### config.mk
export PLATFORM = sky130hd
export DESIGN_NAME = ddr_step_judge_ctrl
export DESIGN_NICKNAME = d
export VERILOG_FILES = /design/src/rtl/ddr_step_judge_ctrl.sv
export SDC_FILE = /design/constraint.sdc
export NUM_CORES = 1
export LEC_CHECK = 0
export ABC_AREA = 1
export CAP_MARGIN = 5
export CORE_ASPECT_RATIO = 2
export CORE_MARGIN = 3
export CORE_UTILIZATION = 51
export DETAILED_ROUTE_END_ITERATION = 12
export GPL_TIMING_DRIVEN = 0
export PLACE_DENSITY = 0.73
export SYNTH_ARGS = -nofsm -noshare
export SYNTH_HDL_FRONTEND = slang
export SYNTH_SLANG_ARGS = --single-unit
### constraint.sdc
create_clock -name clk -period 3.4 [get_ports clk]
set_clock_uncertainty 0.05 [all_clocks]
set_input_delay 0.51 -clock clk [delete_from_list [all_inputs] [get_ports clk]]
set_output_delay 0.51 -clock clk [all_outputs]
set_load 0.1 [all_outputs]
### src/rtl/ddr_step_judge_ctrl.sv
// ddr_step_judge_ctrl
// Game sequencer and judge for the DDR arrow lanes. It divides the system clock
// down to the lane step rate, counts out the countdown while the first notes
// travel down the lanes, and then judges the hit row against the player's
// presses on every step. The judge results drive the combo and lives counters
// and the IDLE/COUNTDOWN/PLAY/OVER game state.
module ddr_step_judge_ctrl #(
  parameter int LANES      = 4,
  parameter int LANE_DEPTH = 8,
  parameter int STEP_DIV   = 12500000,
  parameter int LIVES      = 3,
  parameter int COMBO_W    = 8
) (
  input  logic               clk,
  input  logic               reset,
  input  logic               start,
  input  logic [LANES-1:0]   btn,
  input  logic [LANES-1:0]   hit_row,
  output logic               step,
  output logic               spawn_en,
  output logic               judge_valid,
  output logic [2:0]         hit_cnt,
  output logic [2:0]         miss_cnt,
  output logic [COMBO_W-1:0] combo,
  output logic [2:0]         lives,
  output logic [1:0]         state,
  output logic               game_over
);

  localparam int DIV_W      = (STEP_DIV > 2) ? $clog2(STEP_DIV) : 1;
  localparam int STEP_CNT_W = $clog2(LANE_DEPTH + 1);
  localparam int SUM_W      = ((COMBO_W > 3) ? COMBO_W : 3) + 1;

  localparam logic [DIV_W-1:0]      DIV_LAST   = DIV_W'(STEP_DIV - 1);
  localparam logic [STEP_CNT_W-1:0] CD_LAST    = STEP_CNT_W'(LANE_DEPTH - 1);
  localparam logic [COMBO_W-1:0]    COMBO_MAX  = '1;
  localparam logic [2:0]            LIVES_INIT = 3'(LIVES);

  typedef enum logic [1:0] {
    S_IDLE      = 2'd0,
    S_COUNTDOWN = 2'd1,
    S_PLAY      = 2'd2,
    S_OVER      = 2'd3
  } state_t;

  state_t                st_q;
  logic [DIV_W-1:0]      div_q;
  logic [STEP_CNT_W-1:0] step_cnt_q;
  logic [LANES-1:0]      press_q;
  logic [COMBO_W-1:0]    combo_q;
  logic [2:0]            lives_q;

  logic                  judge_vld_p1;
  logic [2:0]            hit_cnt_p1;
  logic [2:0]            miss_cnt_p1;

  logic                  running;
  logic                  step_p0;
  logic                  judge_p0;
  logic [LANES-1:0]      press_all_p0;
  logic [LANES-1:0]      hit_vec_p0;
  logic [LANES-1:0]      miss_vec_p0;
  logic [LANES-1:0]      false_vec_p0;
  logic [2:0]            hit_n_p0;
  logic [2:0]            miss_n_p0;
  logic [2:0]            lives_dec_p0;

  // Number of set bits in a lane vector; LANES never exceeds what fits in 3 bits.
  function automatic logic [2:0] popcount(input logic [LANES-1:0] v);
    logic [2:0] cnt;
    cnt = 3'd0;
    for (int i = 0; i < LANES; i++) begin
      cnt = cnt + 3'(v[i]);
    end
    return cnt;
  endfunction

  // Combo increment that sticks at the all-ones value instead of wrapping.
  function automatic logic [COMBO_W-1:0] sat_add(input logic [COMBO_W-1:0] a,
                                                 input logic [2:0]         b);
    logic [SUM_W-1:0] sum;
    sum = SUM_W'(a) + SUM_W'(b);
    if (sum > SUM_W'(COMBO_MAX)) begin
      return COMBO_MAX;
    end
    return COMBO_W'(sum);
  endfunction

  // Life decrement that never goes below zero.
  function automatic logic [2:0] sat_dec(input logic [2:0] v);
    return (v == 3'd0) ? 3'd0 : (v - 3'd1);
  endfunction

  // ---- stage p0: step timing and combinational judge of the pre-shift hit row
  always_comb begin
    running      = (st_q == S_COUNTDOWN) || (st_q == S_PLAY);
    step_p0      = running && (div_q == DIV_LAST);
    judge_p0     = (st_q == S_PLAY) && step_p0;
    // A press arriving in the step cycle itself still counts for this step.
    press_all_p0 = press_q | btn;
    hit_vec_p0   = hit_row & press_all_p0;
    miss_vec_p0  = hit_row & ~press_all_p0;
    false_vec_p0 = press_all_p0 & ~hit_row;
    hit_n_p0     = popcount(hit_vec_p0);
    miss_n_p0    = popcount(miss_vec_p0) + popcount(false_vec_p0);
    lives_dec_p0 = sat_dec(lives_q);
  end

  // Step divider: free-runs only while a game is in progress, idles at zero otherwise.
  always_ff @(posedge clk or negedge reset) begin
    if (!reset) begin
      div_q <= '0;
    end else if (running) begin
      div_q <= step_p0 ? '0 : (div_q + DIV_W'(1));
    end else begin
      div_q <= '0;
    end
  end

  // Press accumulator: collects presses between steps in PLAY, emptied by each step.
  always_ff @(posedge clk or negedge reset) begin
    if (!reset) begin
      press_q <= '0;
    end else if ((st_q == S_PLAY) && !step_p0) begin
      press_q <= press_q | btn;
    end else begin
      press_q <= '0;
    end
  end

  // ---- stage p1: registered judge results, held until the next judged step
  always_ff @(posedge clk or negedge reset) begin
    if (!reset) begin
      judge_vld_p1 <= 1'b0;
      hit_cnt_p1   <= 3'd0;
      miss_cnt_p1  <= 3'd0;
    end else begin
      judge_vld_p1 <= judge_p0;
      if (judge_p0) begin
        hit_cnt_p1  <= hit_n_p0;
        miss_cnt_p1 <= miss_n_p0;
      end
    end
  end

  // Game FSM with countdown step counter, combo and lives; they change together with the judge pulse.
  always_ff @(posedge clk or negedge reset) begin
    if (!reset) begin
      st_q       <= S_IDLE;
      step_cnt_q <= '0;
      combo_q    <= '0;
      lives_q    <= 3'd0;
    end else begin
      case (st_q)
        S_IDLE, S_OVER: begin
          if (start) begin
            st_q       <= S_COUNTDOWN;
            step_cnt_q <= '0;
            combo_q    <= '0;
            lives_q    <= LIVES_INIT;
          end
        end
        S_COUNTDOWN: begin
          if (step_p0) begin
            if (step_cnt_q == CD_LAST) begin
              st_q       <= S_PLAY;
              step_cnt_q <= '0;
            end else begin
              step_cnt_q <= step_cnt_q + STEP_CNT_W'(1);
            end
          end
        end
        S_PLAY: begin
          if (judge_p0) begin
            if (miss_n_p0 != 3'd0) begin
              combo_q <= '0;
              lives_q <= lives_dec_p0;
              if (lives_dec_p0 == 3'd0) begin
                st_q <= S_OVER;
              end
            end else begin
              combo_q <= sat_add(combo_q, hit_n_p0);
            end
          end
        end
        default: begin
          st_q <= S_IDLE;
        end
      endcase
    end
  end

  assign step        = step_p0;
  assign spawn_en    = running;
  assign judge_valid = judge_vld_p1;
  assign hit_cnt     = hit_cnt_p1;
  assign miss_cnt    = miss_cnt_p1;
  assign combo       = combo_q;
  assign lives       = lives_q;
  assign state       = st_q;
  assign game_over   = (st_q == S_OVER);

endmodule

# ---- After elaboration in Yosys (flattened, before gate mapping)
# Cells that the tools add are included.
# Widths: inputs -> output; s select.
dict set report op_classes {
  n_reduce_logical 16
  n_lt_le_gt_ge 1
  bitwise 6
  eq_ne 11
  mux 29
  addsub 14
}
# op n
set ops {}
lappend ops {{$mux 24} 2}
lappend ops {{$mux 8} 5}
lappend ops {{$add 24x1->24 const B} 1}
lappend ops {{$eq 24x24->1 const B} 1}
lappend ops {{$mux 4} 4}
lappend ops {{$pmux 8 s2} 1}
lappend ops {{$and 4x4->4} 3}
lappend ops {{$mux 2} 6}
lappend ops {{$mux 3} 4}
lappend ops {{$add 2x1->3} 3}
lappend ops {{$add 3x1->3} 3}
lappend ops {{$add 8x3->9} 1}
lappend ops {{$gt 9x8->1 const B} 1}
lappend ops {{$not 4->4} 2}
lappend ops {{$pmux 4 s2} 1}
lappend ops {{$add 1x1->2} 3}
lappend ops {{$logic_not 3->1} 2}
lappend ops {{$ne 2x1->1 const B} 3}
lappend ops {{$ne 2x2->1 const B} 3}
lappend ops {{$pmux 2 s3} 1}
lappend ops {{$pmux 3 s2} 1}
lappend ops {{$reduce_and 3->1} 2}
lappend ops {{$reduce_and 6->1} 1}
lappend ops {{$add 4x1->4 const B} 1}
lappend ops {{other kinds (15)} 22}
dict set report totals {
  out_inout_bits 23
  elab_cells 86
  ff_bits 52
  inputBits 11
}

# ---- Longest topological paths before layout
dict set report logic_depth {
  depth_word 15
  depth_mapped 16
  depth_no_buf 16
}

# ---- Least setup slack after synthesis
# OpenSTA, ideal clock, no wires.
dict set report synth_path {
  path_type {input to register}
  startpoint {in btn[1]}
  endpoint {reg combo_q[6], in the netlist combo[6]}
  cell_stages 13
  n_path_buf 0
  setup_time_ps 74
  arrival_ps 3633
  setup_slack_ps -358
  required_time_ps 3276
  path_cell_list {nor2_1 -> inv_1 -> nor2_1 -> fa_1 -> fa_1 -> fa_1 -> ha_1 -> fa_1 -> xnor2_1 -> nand4_1 -> inv_1 -> nand3_1 -> o21ai_2}
}
dict set report synth_via {
  elab_chain_cells 15
  elab_cells_between_ends 26
  classes_between {11 x add/sub; 1 x order compare; 8 x mux; 5 x bitwise; 1 x reduce/logical}
}
# element line
set synth_rtl {}
lappend synth_rtl {{from (decl)} 17} ;# input logic [LANES-1:0] btn,
lappend synth_rtl {{$or 4x4->4 *} 100} ;# press_all_p0 = press_q | btn;
lappend synth_rtl {{$and 4x4->4} 101} ;# hit_vec_p0 = hit_row & press_all_p0;
lappend synth_rtl {{$add 1x1->2} 73} ;# cnt = cnt + 3'(v[i]);
lappend synth_rtl {{$add 2x1->3} 73}
lappend synth_rtl {{$add 3x1->3} 73}
lappend synth_rtl {{$add 8x3->9} 82} ;# sum = SUM_W'(a) + SUM_W'(b);
lappend synth_rtl {{$gt 9x8->1} 83} ;# if (sum > SUM_W'(COMBO_MAX)) begin
lappend synth_rtl {{$mux 1} 83}
lappend synth_rtl {{$mux 1} 175} ;# if (miss_n_p0 != 3'd0) begin
lappend synth_rtl {{$mux 1} 174} ;# if (judge_p0) begin
lappend synth_rtl {{$mux 1} 154} ;# case (st_q)
lappend synth_rtl {{$mux 8} 86} ;# return COMBO_W'(sum);
lappend synth_rtl {{$mux 8 *} 175}
lappend synth_rtl {{$mux 8 *} 174}
lappend synth_rtl {{$pmux 8 s2 *} 154}
lappend synth_rtl {{to (signal assigned)} 182} ;# combo_q <= sat_add(combo_q, hit_n_p0);
lappend synth_rtl {{to (decl)} 50} ;# logic [COMBO_W-1:0] combo_q;
# Every way passes the cells marked *; elsewhere a longest branch is shown, timed or not. The select of a mux whose other input is x is not followed.
# A chain may end at the register's enable or synchronous reset.

# ---- Worst setup path after layout
dict set report layout_path {
  startpoint {in hit_row[0]}
  endpoint {reg st_q[0], in the netlist state[0]}
}
dict set report layout_via {
  elab_chain_cells 9
  elab_cells_between_ends 13
  classes_between {7 x add/sub; 1 x eq/ne; 3 x bitwise; 2 x reduce/logical}
}
# element line
set layout_rtl {}
lappend layout_rtl {{from (decl)} 18} ;# input logic [LANES-1:0] hit_row,
lappend layout_rtl {{$not 4->4} 103} ;# false_vec_p0 = press_all_p0 & ~hit_row;
lappend layout_rtl {{$and 4x4->4} 103}
lappend layout_rtl {{$add 1x1->2} 73}
lappend layout_rtl {{$add 2x1->3} 73}
lappend layout_rtl {{$add 3x1->3} 73}
lappend layout_rtl {{$add 3x3->3 *} 105} ;# miss_n_p0 = popcount(miss_vec_p0) + popcount(false_vec_p0);
lappend layout_rtl {{net miss_n_p0[1]} 65} ;# logic [2:0] miss_n_p0;
lappend layout_rtl {{$reduce_bool 3->1 *} 175}
lappend layout_rtl {{$ne 2x1->1 (no line) *} -}
lappend layout_rtl {{$reduce_and 6->1 (no line) *} -}
lappend layout_rtl {{to (signal assigned)} 166} ;# st_q <= S_PLAY;
lappend layout_rtl {{to (signal assigned)} 179} ;# st_q <= S_OVER;
lappend layout_rtl {{to (signal assigned)} 187} ;# st_q <= S_IDLE;
lappend layout_rtl {{to (decl)} 46} ;# state_t st_q;
# Mark *: on every way through the listed nets, which the timed path passes. The rest lies on a longest branch.

==> results_tabular.tex <==
\begin{tabular}{lr}
\hline
Metric & Value \\
\hline
\multicolumn{2}{l}{\textbf{Run}} \\
Max-capacitance violation count & 0 \\
\multicolumn{2}{l}{\textbf{Yosys}} \\
Instance count of the mapped netlist & 426 \\
Number of distinct standard cells referenced by the synthesized netlist & 38 \\
Compound-gate portion of the synthesized area & 7.00\% \\
Synth Area in XOR/XNOR & 1.64\% \\
Adder and majority cell fraction of the synthesized area & 8.84\% \\
Area fraction of the dominant cell type after synthesis & 40.7\% \\
Multiplexer area fraction after synthesis & 0\% \\
Post-synthesis sequential area ratio & 40.7\% \\
Flops \& latches, synth & 52 \\
Post-synth ARST share & 100\% \\
Number of enable flip-flop cells after synthesis & 0 \\
Most used standard cells in the synthesized netlist & 111 x sky130\_fd\_sc\_hd\_\_nand2\_1, 65 x sky130\_fd\_sc\_hd\_\_inv\_1, 63 x sky130\_fd\_sc\_hd\_\_nor2\_1 \\
Area fraction in and, or, nand and nor cells after synthesis & 32.6\% \\
Most area-consuming cells after synthesis & sky130\_fd\_sc\_hd\_\_dfrtp\_1 41\%, sky130\_fd\_sc\_hd\_\_nand2\_1 13\%, sky130\_fd\_sc\_hd\_\_inv\_1 7.6\% \\
Mean area per synthesized cell & 7.51 um2 \\
Mapped Area & 0.00320 mm2 \\
Main combinational cell family by area after synthesis & simple AND/OR/NAND/NOR gates \\
Area leader, netlist & sky130\_fd\_sc\_hd\_\_dfrtp\_1 \\
Most used standard cell by instance count after synthesis & sky130\_fd\_sc\_hd\_\_nand2\_1 \\
Post-Synthesis Net Count & 456 \\
Primary flip-flop cell chosen by synthesis mapping & sky130\_fd\_sc\_hd\_\_dfrtp\_1 \\
Warnings, synthesis & 0 \\
\multicolumn{2}{l}{\textbf{Outcome}} \\
Failing checks & setup timing \\
Result of the run & finished with violations \\
\multicolumn{2}{l}{\textbf{Floorplanning}} \\
Floorplan die area & 0.00732 mm2 \\
X dimension of the die & 62.0 um \\
Number of top-level pins & 34 \\
Y dimension of the die & 118 um \\
Initial Utilization & 52.9\% \\
Num rows & 40 \\
Core Area & 0.00606 mm2 \\
\multicolumn{2}{l}{\textbf{Detailed routing}} \\
Per-cell via count in the routed design & 5.11 \\
First-pass iteration count of the detailed router & 4 \\
Number of DRC markers after the initial detailed-route iteration & 109 \\
Detailed-route via count & 2851 \\
Routed wire length per instance & 13.2 um \\
Aggregate routed wire length & 7380 um \\
Final routed DRC violation total & 0 \\
Post-route antenna net violation count & 0 \\
\multicolumn{2}{l}{\textbf{Power}} \\
Post-layout total power & 2.77 mW \\
Lkg Pwr & 2.00 nW \\
Power per Cell Area & 700 mW/mm2 \\
IR Drop Worst-Case VDD & 403 uV \\
\multicolumn{2}{l}{\textbf{Clocking}} \\
H-tree levels & 2 \\
Clock transition at path regs & 0.07 ns \\
Source-to-sink clock delay at the later pin of the worst-skew pair & 0.29 ns \\
CTS Root Buffer Type & sky130\_fd\_sc\_hd\_\_clkbuf\_16 \\
Number of sinks on the clock net & 52 \\
Number of buffers on the longest clock path & 2 \\
Number of buffers added by the clock tree synthesis step & 5 \\
CTS tree & done \\
\multicolumn{2}{l}{\textbf{Worst setup path}} \\
CP max FO & 3 \\
Depth of the most critical reg-to-reg path & 15 \\
List of cells traversed by the critical path & dlygate4sd2\_1 -> inv\_2 -> nor2\_4 -> fa\_1 -> fa\_1 -> fa\_1 -> ha\_2 -> fa\_2 -> inv\_2 -> nand4\_1 -> nand2\_1 -> nor2\_2 -> nand2\_1 -> nand2\_1 -> nand2\_1 \\
Required time reported for the critical path endpoint & 3.54 ns \\
FF-to-FF Start & press\_q[0] \\
Kind of start point of the critical path & primary input \\
Slowest stage cell, crit path & sky130\_fd\_sc\_hd\_\_fa\_1 \\
Endpoint of the lowest-slack register-to-register path & state[0] \\
Critical setup path kind & in2reg \\
Worst stage delay on the critical path & 0.53 ns \\
Most used cell, CP & sky130\_fd\_sc\_hd\_\_nand2\_1 \\
R2r setup slk & -0.19 ns \\
Critical path capture point type & flop \\
Arrival time of data at the critical path endpoint & 3.73 ns \\
\multicolumn{2}{l}{\textbf{Hold path}} \\
Path category of the worst min-delay check & in2async \\
\multicolumn{2}{l}{\textbf{Place}} \\
Number of port buffers & 33 \\
Sum of net half-perimeters after detailed placement & 5660 um \\
Total placed instance area & 0.00370 mm2 \\
Global placer's final weighted congestion & 0.917 \\
Setup slack after placement & -0.841 ns \\
\# placed instances & 544 \\
\multicolumn{2}{l}{\textbf{Final layout}} \\
Final standard cell area without fillers & 0.00396 mm2 \\
Non-filler cells in the finished layout & 558 \\
Area Growth Syn to Fin & 23.8\% \\
Proportion of layout cells with a drive suffix above 1 & 15.2\% \\
Final core utilization & 65.5\% \\
Antenna diode instance count & 0 \\
Net count reported at finish & 505 \\
Filler cell count in the final layout & 531 \\
\multicolumn{2}{l}{\textbf{Global route}} \\
Overall track demand over capacity in global routing & 22.4\% \\
Number of global-route vias before repair & 2919 \\
Residual overflow from global routing & 0 \\
Antenna violations before repair & 0 \\
First-pass GRT wire length & 12400 um \\
Largest net degree at the start of global routing & 29 \\
\multicolumn{2}{l}{\textbf{STA}} \\
Worst Hold Slack & 0.168 ns \\
Setup WS post-layout & -0.195 ns \\
Max transition margin & 32.4\% \\
Unrepaired setup endpoints after global routing & yes \\
Period Utilization, post-route & 106\% \\
Number of hold-slack violations in the final timing report & 0 \\
Slew Viols, Final & 0 \\
Final setup violation count & 12 \\
Max Clock Freq & 278 MHz \\
Worst Max-Slew Pin Slew & 1.01 ns \\
Final-layout setup total negative slack & -1.87 ns \\
Time the worst path needs with I/O delays and setup & 3.59 ns \\
\hline
\end{tabular}
==> cell type report <==
type / instances / area (um2) / area share [%]
buffer: 5 / 40.0 / 1.01
clock buffer: 5 / 125 / 3.16
clock inverter: 1 / 30.0 / 0.758
inverter: 68 / 258 / 6.50
multi-input combinational: 301 / 1710 / 43.0
sequential: 52 / 1300 / 32.8
tap: 84 / 105 / 2.65
timing repair buffer: 42 / 399 / 10.1
==> per-layer routing <==
metal	share of wire [%]	routed length (um)	track usage, %	vias to the layer above
met4	3.8	283	12.5	0
met5	0	0	0	-
met2	59	4390	42.2	64
met1	34	2480	19.6	1344
met3	3.1	228	4.39	19
li1	-	-	-	1424
==> cells by family (layout without fill, tap and decap cells) <==
family,Yosys count,count (layout)
xor+xnor,6,6
flops,52,52
compound gates,36,36
fa+ha+maj,19,19
buf+inv,73,121
simple gates,240,240
==> worst max path at each step <==
stage,slack (ns),startpoint,cells after the start,end
final,-0.19,hit_row[0],15,state[0]
after global routing,-0.34,press_q[0],15,state[1]
after CTS,-0.29,press_q[0],15,state[0]
after detailed placement,-0.84,btn[0],14,combo[6]
after global placement,-0.79,btn[0],16,state[0]
after floorplan,-0.11,btn[3],15,state[0]
==> timing repair <==
item,4_1_cts,5_1_grt
setup buffers,6,3
setup endpoints to repair,16,15
resized for setup,17,10
hold buffers,0,0
pin swaps,18,15
==> critical path: cells and delay by family <==
kind                     cells  cell delay, ns
adder cells (fa/ha/maj)      5            2.15
AND/OR/NAND/NOR              7            0.69
buffers and inverters        3            0.38
==> placed cells by master (no fill, tap or decap), types with 6 or more instances in the layout <==
master / n
sky130_fd_sc_hd__nor3_1: 7
sky130_fd_sc_hd__nand2_2: 6
sky130_fd_sc_hd__inv_1: 57
sky130_fd_sc_hd__dfrtp_1: 52
sky130_fd_sc_hd__nor2_2: 8
sky130_fd_sc_hd__o21ai_0: 12
sky130_fd_sc_hd__nand4_1: 6
sky130_fd_sc_hd__a21oi_1: 8
sky130_fd_sc_hd__nand3_2: 6
sky130_fd_sc_hd__clkdlybuf4s50_1: 25
sky130_fd_sc_hd__inv_2: 10
sky130_fd_sc_hd__buf_4: 8
sky130_fd_sc_hd__nand2_1: 110
sky130_fd_sc_hd__nor2_1: 56
sky130_fd_sc_hd__nand3_1: 26
sky130_fd_sc_hd__nor2_4: 9
sky130_fd_sc_hd__ha_1: 12
==> sequential cells by signal (all words and copies together) (netlist names) <==
name,count
miss_cnt,3
step_cnt_q,4
press_q,4
judge_valid,1
hit_cnt,3
combo,8
div_q,24
lives,3
state,2
==> power breakdown <==
group | total [mW] | switching (mW) | internal [mW] | leakage, nW
registers | 0.751 | 0.0644 | 0.687 | 0.681
clock network | 0.550 | 0.211 | 0.339 | 0.0757
logic | 1.47 | 1.02 | 0.450 | 1.24
total | 2.77 | 1.30 | 1.48 | 2.00
(Power assumes the default switching activity.)
